==> src/rtl/irq_pkg.sv <==
// Shared types and constants for the interrupt arbiter: FSM states, PC mux
// encodings, default vector layout and the vector address helper.
package irq_pkg;

  typedef enum logic [1:0] {
    IDLE    = 2'd0,
    REQUEST = 2'd1,
    SERVICE = 2'd2
  } irq_state_t;

  localparam logic [1:0] PC_NEXT   = 2'h0;
  localparam logic [1:0] PC_BRANCH = 2'h1;
  localparam logic [1:0] PC_JUMP   = 2'h2;
  localparam logic [1:0] PC_SAVE   = 2'h3;

  localparam logic [10:0] VECTOR_BASE_DEFAULT   = 11'h4;
  localparam logic [10:0] VECTOR_STRIDE_DEFAULT = 11'h4;

  // 11-bit modulo arithmetic; the parameters are expected to keep vectors in range.
  function automatic logic [10:0] vector_addr(input logic [10:0] base,
                                              input logic [10:0] stride,
                                              input logic [10:0] id);
    return base + stride * id;
  endfunction

endpackage

==> src/rtl/irq_priority_encoder.sv <==
// Rotating-start priority encoder: returns the first set bit of eligible,
// searching upward (with wrap) from start. start = 0 gives lowest-index-wins.
module irq_priority_encoder
  import irq_pkg::*;
#(
  parameter int NUM_SOURCES = 4
) (
  input  logic [NUM_SOURCES-1:0]         eligible,
  input  logic [$clog2(NUM_SOURCES)-1:0] start,
  output logic [$clog2(NUM_SOURCES)-1:0] id,
  output logic                           valid
);

  localparam int ID_W = $clog2(NUM_SOURCES);

  // Walk offsets from the far end back to 0 so the nearest eligible source
  // is the last one assigned and therefore wins.
  always_comb begin
    logic [ID_W:0] idx;
    id    = '0;
    valid = 1'b0;
    idx   = '0;
    for (int k = NUM_SOURCES - 1; k >= 0; k--) begin
      idx = {1'b0, start} + (ID_W + 1)'(k);
      if (idx >= (ID_W + 1)'(NUM_SOURCES)) begin
        idx = idx - (ID_W + 1)'(NUM_SOURCES);
      end
      if (eligible[idx[ID_W-1:0]]) begin
        id    = idx[ID_W-1:0];
        valid = 1'b1;
      end
    end
  end

endmodule

==> src/rtl/irq_arbiter.sv <==
// Multi-source interrupt arbiter: edge capture, masking, priority selection and
// a one-cycle irq pulse held off until rfi. Define IRQ_ROUND_ROBIN_EN for rotating priority.
module irq_arbiter
  import irq_pkg::*;
#(
  parameter int                      NUM_SOURCES   = 4,
  parameter logic [10:0]             VECTOR_BASE   = VECTOR_BASE_DEFAULT,
  parameter logic [10:0]             VECTOR_STRIDE = VECTOR_STRIDE_DEFAULT,
  parameter logic [1:0]              PC_SAVE       = irq_pkg::PC_SAVE,
  parameter logic [NUM_SOURCES-1:0]  MASK_RESET    = '1
) (
  input  logic                           instr_clock,
  input  logic                           reset,
  input  logic [NUM_SOURCES-1:0]         irq_src,
  input  logic                           mask_we,
  input  logic [NUM_SOURCES-1:0]         mask_wdata,
  input  logic [1:0]                     pc_mux_control,
  output logic                           irq,
  output logic [$clog2(NUM_SOURCES)-1:0] irq_id,
  output logic [10:0]                    irq_vector,
  output logic                           in_service,
  output logic [NUM_SOURCES-1:0]         pending
);

  localparam int ID_W = $clog2(NUM_SOURCES);

  irq_state_t              state_reg, state_next;
  logic [NUM_SOURCES-1:0]  src_q;
  logic [NUM_SOURCES-1:0]  pending_reg, pending_next;
  logic [NUM_SOURCES-1:0]  mask_reg, mask_next;
  logic                    irq_reg, irq_next;
  logic                    in_service_reg, in_service_next;
  logic [ID_W-1:0]         irq_id_reg, irq_id_next;
  logic [NUM_SOURCES-1:0]  grant_clear;
  logic [NUM_SOURCES-1:0]  rise;
  logic [NUM_SOURCES-1:0]  eligible;
  logic [ID_W-1:0]         start_idx;
  logic [ID_W-1:0]         win_id;
  logic                    win_valid;

  genvar gi;
  generate
    for (gi = 0; gi < NUM_SOURCES; gi++) begin : g_src
      assign rise[gi]     = irq_src[gi] & ~src_q[gi];
      assign eligible[gi] = pending_reg[gi] & mask_reg[gi];
    end
  endgenerate

  irq_priority_encoder #(
    .NUM_SOURCES (NUM_SOURCES)
  ) u_prio (
    .eligible (eligible),
    .start    (start_idx),
    .id       (win_id),
    .valid    (win_valid)
  );

`ifdef IRQ_ROUND_ROBIN_EN
  logic [ID_W-1:0] last_reg, last_next;

  // Pointer resets to the top source so the very first search starts at 0.
  always_ff @(posedge instr_clock) begin
    if (reset) begin
      last_reg <= ID_W'(NUM_SOURCES - 1);
    end else begin
      last_reg <= last_next;
    end
  end

  always_comb begin
    last_next = last_reg;
    if (state_reg == IDLE && win_valid) begin
      last_next = win_id;
    end
  end

  assign start_idx = (last_reg == ID_W'(NUM_SOURCES - 1)) ? '0 : last_reg + 1'b1;
`else
  assign start_idx = '0;
`endif

  always_ff @(posedge instr_clock) begin
    if (reset) begin
      state_reg      <= IDLE;
      src_q          <= '0;
      pending_reg    <= '0;
      mask_reg       <= MASK_RESET;
      irq_reg        <= 1'b0;
      in_service_reg <= 1'b0;
      irq_id_reg     <= '0;
    end else begin
      state_reg      <= state_next;
      src_q          <= irq_src;
      pending_reg    <= pending_next;
      mask_reg       <= mask_next;
      irq_reg        <= irq_next;
      in_service_reg <= in_service_next;
      irq_id_reg     <= irq_id_next;
    end
  end

  always_comb begin
    state_next      = state_reg;
    irq_next        = 1'b0;
    in_service_next = in_service_reg;
    irq_id_next     = irq_id_reg;
    grant_clear     = '0;
    case (state_reg)
      IDLE: begin
        if (win_valid) begin
          grant_clear[win_id] = 1'b1;
          irq_next            = 1'b1;
          in_service_next     = 1'b1;
          irq_id_next         = win_id;
          state_next          = REQUEST;
        end
      end
      // rfi is deliberately ignored here; the core cannot have returned yet.
      REQUEST: state_next = SERVICE;
      SERVICE: begin
        if (pc_mux_control == PC_SAVE) begin
          in_service_next = 1'b0;
          state_next      = IDLE;
        end
      end
      default: state_next = IDLE;
    endcase
    // A fresh edge on the bit being granted survives the clear.
    pending_next = (pending_reg & ~grant_clear) | rise;
    mask_next    = mask_we ? mask_wdata : mask_reg;
  end

  assign irq        = irq_reg;
  assign in_service = in_service_reg;
  assign irq_id     = irq_id_reg;
  assign pending    = pending_reg;
  assign irq_vector = vector_addr(VECTOR_BASE, VECTOR_STRIDE, 11'(irq_id_reg));

endmodule
==> config.mk <==
export PLATFORM = sky130hd
export DESIGN_NAME = irq_arbiter
export DESIGN_NICKNAME = d
export VERILOG_FILES = /design/src/rtl/irq_pkg.sv /design/src/rtl/irq_priority_encoder.sv /design/src/rtl/irq_arbiter.sv
export SDC_FILE = /design/constraint.sdc
export NUM_CORES = 1
export LEC_CHECK = 0
export BUFFER_PORTS_ARGS = -buffer_cell sky130_fd_sc_hd__buf_4
export CAP_MARGIN = 10
export CELL_PAD_IN_SITES_DETAIL_PLACEMENT = 1
export CELL_PAD_IN_SITES_GLOBAL_PLACEMENT = 1
export CORE_ASPECT_RATIO = 1.4
export CORE_UTILIZATION = 29
export CTS_CLUSTER_DIAMETER = 100
export DETAILED_ROUTE_END_ITERATION = 10
export GPL_ROUTABILITY_DRIVEN = 0
export HOLD_SLACK_MARGIN = 0.1
export PLACE_DENSITY = 0.7
export SYNTH_ARGS = -nofsm -noshare
export SYNTH_HDL_FRONTEND = slang
export SYNTH_SLANG_ARGS = --single-unit
export TNS_END_PERCENT = 5
==> constraint.sdc <==
create_clock -name instr_clock -period 1 [get_ports instr_clock]
set_input_delay 0.15 -clock instr_clock [delete_from_list [all_inputs] [get_ports instr_clock]]
set_output_delay 0.15 -clock instr_clock [all_outputs]
set_load 0.02 [all_outputs]
==> impl_metrics.env, run 1 <==
export IMPL_core_mm2=0.00242
export IMPL_arrival_ns=1.02
export IMPL_ys_warn_count=0
export IMPL_vias=699
export IMPL_yosysSeqAreaShare=0.477
export IMPL_final_common_cell="buf_4"
export IMPL_synth_cell_area_um2=756
export IMPL_firstDrtPassIters=4
export IMPL_status="complete, but fails checks"
export IMPL_criticalPathCategory="flip-flop to output port"
export IMPL_nNetsFinal=142
export IMPL_initial_core_util=0.313
export IMPL_final_setup_tns_ns=-0.744
export IMPL_dieArea_mm2=0.00282
export IMPL_cts_htree_levels=1
export IMPL_insertion_delay_ns=0.31
export IMPL_period_needed_ns=1.17
export IMPL_synth_area_leader_cell="dfxtp_1"
export IMPL_drive_gt1_frac=0.417
export IMPL_final_max_slew_viol_count=0
export IMPL_routed_via_density=4.34
export IMPL_drv_cap=0
export IMPL_pre_cts_ws_ns=-0.0505
export IMPL_synth_edf_count=0
export IMPL_grt_util_all_layers=0.151
export IMPL_die_x_um=45.1
export IMPL_antenna_cells=0
export IMPL_dieHeight_um=62.4
export IMPL_numClockSinks=18
export IMPL_areaGrowthSynthToFinish_pct=61.4
export IMPL_violations="negative setup slack"
export IMPL_clockBufferDepth=2
export IMPL_synth_cell_types=24
export IMPL_cts_root_buf="clkbuf_4"
export IMPL_cts_tree="yes"
export IMPL_num_rows=21
export IMPL_hpwl_um=1350
export IMPL_hold_path_class="primary input to flip-flop"
export IMPL_ys_top_cells_by_area="dfxtp_1, buf_4, mux2i_1"
export IMPL_drt_first_iter_violations=4
export IMPL_portBuffers=23
export IMPL_setup_viol=11
export IMPL_syn_inst=82
export IMPL_fmax_mhz=853
export IMPL_drcViolationCount=0
export IMPL_setup_ws_ns=-0.172
export IMPL_avgSynthCellArea_um2=9.22
export IMPL_antenna_found_initial=0
export IMPL_worst_path_buf_inv=1
export IMPL_finClkSkew_ns=0.00676
export IMPL_cp_max_fo=2
export IMPL_drtAntennaViolNets=0
export IMPL_cp_data_required_time_ns=0.85
export IMPL_final_cell_mix="buf_4, buf_6, nand2_1"
export IMPL_grt_pass1_vias=741
export IMPL_routed_wl_um=1860
export IMPL_cts_made_buffers=3
export IMPL_critPathLaunchType="flip-flop"
export IMPL_crit_chain="ha_4, buf_6"
export IMPL_ys_flop_type="dfxtp_1"
export IMPL_overflow=0
export IMPL_end_kind="output port"
export IMPL_synth_top_area_frac=0.477
export IMPL_ios=32
export IMPL_grt_setup_unrepaired="yes"
export IMPL_grt_pass1_wl_um=3070
export IMPL_drt_wirelength_per_cell_um=11.6
export IMPL_slowest_stage="dfxtp_2"
export IMPL_total_leakage_power_uw=0.000565
export IMPL_path_clk_slew_ns=0.10
export IMPL_grt_max_degree=11
export IMPL_ys_seq_elements=18
export IMPL_power_density_mw_per_mm2=1550
export IMPL_crit_family="flip-flops"
export IMPL_async_flop_share=0
export IMPL_fin_crit_sh=1.17
export IMPL_peakVddDrop_mv=0.876
export IMPL_slowest_delay_ns=0.35
export IMPL_hold_violations=0
[worst register-to-register path, delay by kind of cell (launching register included)]
family             cells  cell delay (ns)
DFF                    1             0.34
AOI/OAI and AO/OA      1             0.27
and+or+nand+nor        3             0.37
[worst paths after layout]
path	start	end	slack [ns]	depth (start not counted)
setup / recovery	irq_id[1]$_SDFFE_PP0P_	irq_vector[3]	-0.17	2
hold / removal	irq_src[3]	src_q[3]$_SDFF_PP0_	0.11	2
setup reg to reg	mask_reg[0]$_SDFFE_PP1P_	pending[3]$_SDFF_PP0_	-0.08	4
hold reg to reg	src_q[3]$_SDFF_PP0_	pending[3]$_SDFF_PP0_	0.48	2
[synthesized netlist by cell type (all sizes together) (2+ instances only)]
cell type,number
nand2,15
o21ai,3
nor2b,6
buf,9
nand2b,2
a32o,2
dfxtp,18
nand3,2
nor2,6
inv,3
mux2i,5
a21oi,5
[layer usage]
layer | part of all wire | GRT usage | up-vias
met1 | 0.40 | 0.158 | 323
met5 | 0 | 0 | -
met3 | 0.035 | 0.0202 | 5
met2 | 0.53 | 0.268 | 24
met4 | 0.027 | 0.0909 | 0
li1 | - | - | 347
[logic make-up (layout without fill, tap and decap cells)]
| logic type | count (synthesis) | in the layout | synth area share |
|---|---|---|---|
| simple gates | 32 | 32 | 0.222 |
| flops | 18 | 18 | 0.477 |
| buf+inv | 13 | 51 | 0.104 |
| compound gates | 11 | 11 | 0.0944 |
| mux | 6 | 6 | 0.0811 |
| fa+ha+maj | 1 | 1 | 0.0166 |
| other cells | 1 | 8 | 0.00496 |
[power breakdown]
part / internal (uW) / switching [uW]
clock network: 223 / 243
registers: 793 / 52.2
logic: 306 / 278
[cell type report]
cell class | count | area [um^2]
fill | 299 | 1200
sequential | 18 | 370
clock buffer | 4 | 36.3
tap | 34 | 42.5
timing repair buffer | 44 | 404
inverter | 3 | 11.3
multi-input combinational | 58 | 355
[repair_timing]
action | CTS | global route
hold buffers | 10 | 0
setup endpoints to repair | 11 | 17
resized for setup | 16 | 4
buffers inserted | 0 | 0
pin swaps | 0 | 1
hold endpoints to repair | 10 | 0
[through the flow]
step	instances	cell area (um^2)	hold slack [ns]	power, uW	utilization
6_report	161	1220	0.112	1890	0.505
5_1_grt	161	1220	0.120	1990	0.505
4_1_cts	161	1210	0.111	1900	0.502
3_5_place_dp	147	1020	0.373	1360	0.420
3_3_place_gp	147	1020	0.365	1340	0.420
2_1_floorplan	89	786	0.222	1160	-
Note: power is estimated with default switching activity, not from simulation.
==> inputs of run 2 (changes only) <==
--- a/config.mk
+++ b/config.mk
@@ -10,12 +10,12 @@
 export CELL_PAD_IN_SITES_DETAIL_PLACEMENT = 1
 export CELL_PAD_IN_SITES_GLOBAL_PLACEMENT = 1
 export CORE_ASPECT_RATIO = 1.4
-export CORE_UTILIZATION = 29
+export CORE_UTILIZATION = 32
 export CTS_CLUSTER_DIAMETER = 100
 export DETAILED_ROUTE_END_ITERATION = 10
 export GPL_ROUTABILITY_DRIVEN = 0
 export HOLD_SLACK_MARGIN = 0.1
-export PLACE_DENSITY = 0.7
+export PLACE_DENSITY = 0.82
 export SYNTH_ARGS = -nofsm -noshare
 export SYNTH_HDL_FRONTEND = slang
 export SYNTH_SLANG_ARGS = --single-unit
==> constraint.sdc (replaced) <==
create_clock -name instr_clock -period 1.33 [get_ports instr_clock]
set_input_delay 0.1995 -clock instr_clock [delete_from_list [all_inputs] [get_ports instr_clock]]
set_output_delay 0.1995 -clock instr_clock [all_outputs]
set_load 0.02 [all_outputs]
==> run 2 against run 1 <==
Compared with the run above: the flow now finishes without violations; sequential cell count did not move; cell area fell by 22%; routed wire length fell by 16%; register-to-register slack improved by 0.33 ns; critical path depth did not move; hold slack improved by 0.011 ns; final cell count fell by 21%; first-iteration DRC count rose to 4.3 times the previous value; combinational power fell by 44%; utilization fell by 7.2 points; global-route usage fell by 1.2 points; critical endpoint unchanged; largest power group unchanged.
==> impl_metrics.env, run 2 (synthesized netlist as in run 1, its figures left out) <==
export IMPL_initial_core_util=0.343
export IMPL_antenna_found_initial=0
export IMPL_grt_setup_unrepaired="no"
export IMPL_arrival_ns=1.03
export IMPL_clockBufferDepth=2
export IMPL_period_needed_ns=1.23
export IMPL_hpwl_um=1280
export IMPL_drt_first_iter_violations=17
export IMPL_grt_pass1_wl_um=2590
export IMPL_grt_util_all_layers=0.139
export IMPL_drv_cap=0
export IMPL_peakVddDrop_mv=0.619
export IMPL_rr_worst_depth=4
export IMPL_power_total_uw=1220
export IMPL_status="completed"
export IMPL_cp_data_required_time_ns=1.13
export IMPL_hold_path_class="primary input to flip-flop"
export IMPL_post_place_cells=124
export IMPL_holdPathStages=3
export IMPL_nNetsFinal=121
export IMPL_drive_gt1_frac=0.333
export IMPL_final_max_slew_viol_count=0
export IMPL_final_cell_mix="buf_4, dfxtp_1, nand2_1"
export IMPL_final_common_cell="buf_4"
export IMPL_hold_slack_ns=0.122
export IMPL_core_mm2=0.00220
export IMPL_finalNonFillerCells=127
export IMPL_criticalPathCategory="flip-flop to output port"
export IMPL_numClockSinks=18
export IMPL_drcViolationCount=0
export IMPL_fin_crit_sh=0.923
export IMPL_insertion_delay_ns=0.28
export IMPL_end_kind="output port"
export IMPL_hold_violations=0
export IMPL_finClkSkew_ns=0.00145
export IMPL_dieHeight_um=59.5
export IMPL_antenna_cells=0
export IMPL_drt_wirelength_per_cell_um=12.4
export IMPL_fin_util=0.432
export IMPL_grt_pass1_vias=610
export IMPL_cts_root_buf="clkbuf_4"
export IMPL_vias=614
export IMPL_areaGrowthSynthToFinish_pct=26.0
export IMPL_drtAntennaViolNets=0
export IMPL_cts_tree="yes"
export IMPL_cp_max_fo=4
export IMPL_power_density_mw_per_mm2=1290
export IMPL_grt_max_degree=14
export IMPL_ctsHoldBuffers=0
export IMPL_critPathLaunchType="flip-flop"
export IMPL_overflow=0
export IMPL_cts_made_buffers=3
export IMPL_dieArea_mm2=0.00256
export IMPL_path_clk_slew_ns=0.09
export IMPL_routed_wl_um=1570
export IMPL_fmax_mhz=814
export IMPL_setup_viol=0
export IMPL_firstDrtPassIters=4
export IMPL_routed_via_density=4.83
export IMPL_num_rows=20
export IMPL_die_x_um=43.1
export IMPL_final_setup_tns_ns=0
export IMPL_ios=32
export IMPL_portBuffers=23
export IMPL_total_leakage_power_uw=0.000449
export IMPL_cts_htree_levels=1
-- run 2: cell count changes in the layout (fill, tap and decap cells not counted), sizes merged --
cell and change:
clkbuf -1, buf -11, dlygate4sd3 -10
-- run 2: final timing paths --
kind                           start                        to  slack (ns)
max           irq_id[0]$_SDFFE_PP0P_             irq_vector[3]        0.10
min                    mask_wdata[2]  mask_reg[2]$_SDFFE_PP1P_        0.12
max reg2reg    pending[0]$_SDFF_PP0_     pending[3]$_SDFF_PP0_        0.25
min reg2reg  in_service$_SDFFE_PP0P_   in_service$_SDFFE_PP0P_        0.49
-- run 2: cell type report --
cell class	count	area, um^2
inverter	3	11.3
fill	278	1250
tap	22	27.5
multi-input combinational	58	355
clock buffer	3	22.5
timing repair buffer	23	173
sequential	18	363
-- run 2: worst max-delay path, stage by stage, from the launching register on --
cell and delay, ns:
dfxtp_2 0.39, ha_4 0.21, buf_4 0.15
-- run 2: timing repair --
action	CTS	global route
resized for setup	0	3
buffers inserted	0	0
setup endpoints to repair	0	1
-- run 2: power breakdown --
group          total [uW]  internal, uW  switching, uW
Clock                 258           105            152
Combinational         328           146            182
Sequential            638           592           46.6
-- run 2: stage by stage --
stage	instance area [um^2]	worst slack, ns
after floorplan	782	0.251
after global placement	915	0.320
after detailed placement	915	0.268
after CTS	937	0.0281
after global routing	952	0.0475
final	952	0.102
-- run 2: per-layer routing --
| metal | vias up | global-route usage | share of wire |
|---|---|---|---|
| met5 | - | 0 | 0 |
| met4 | 0 | 0.0996 | 0.031 |
| met3 | 6 | 0.0213 | 0.033 |
| met2 | 22 | 0.264 | 0.57 |
| met1 | 284 | 0.132 | 0.36 |
| li1 | 302 | - | - |
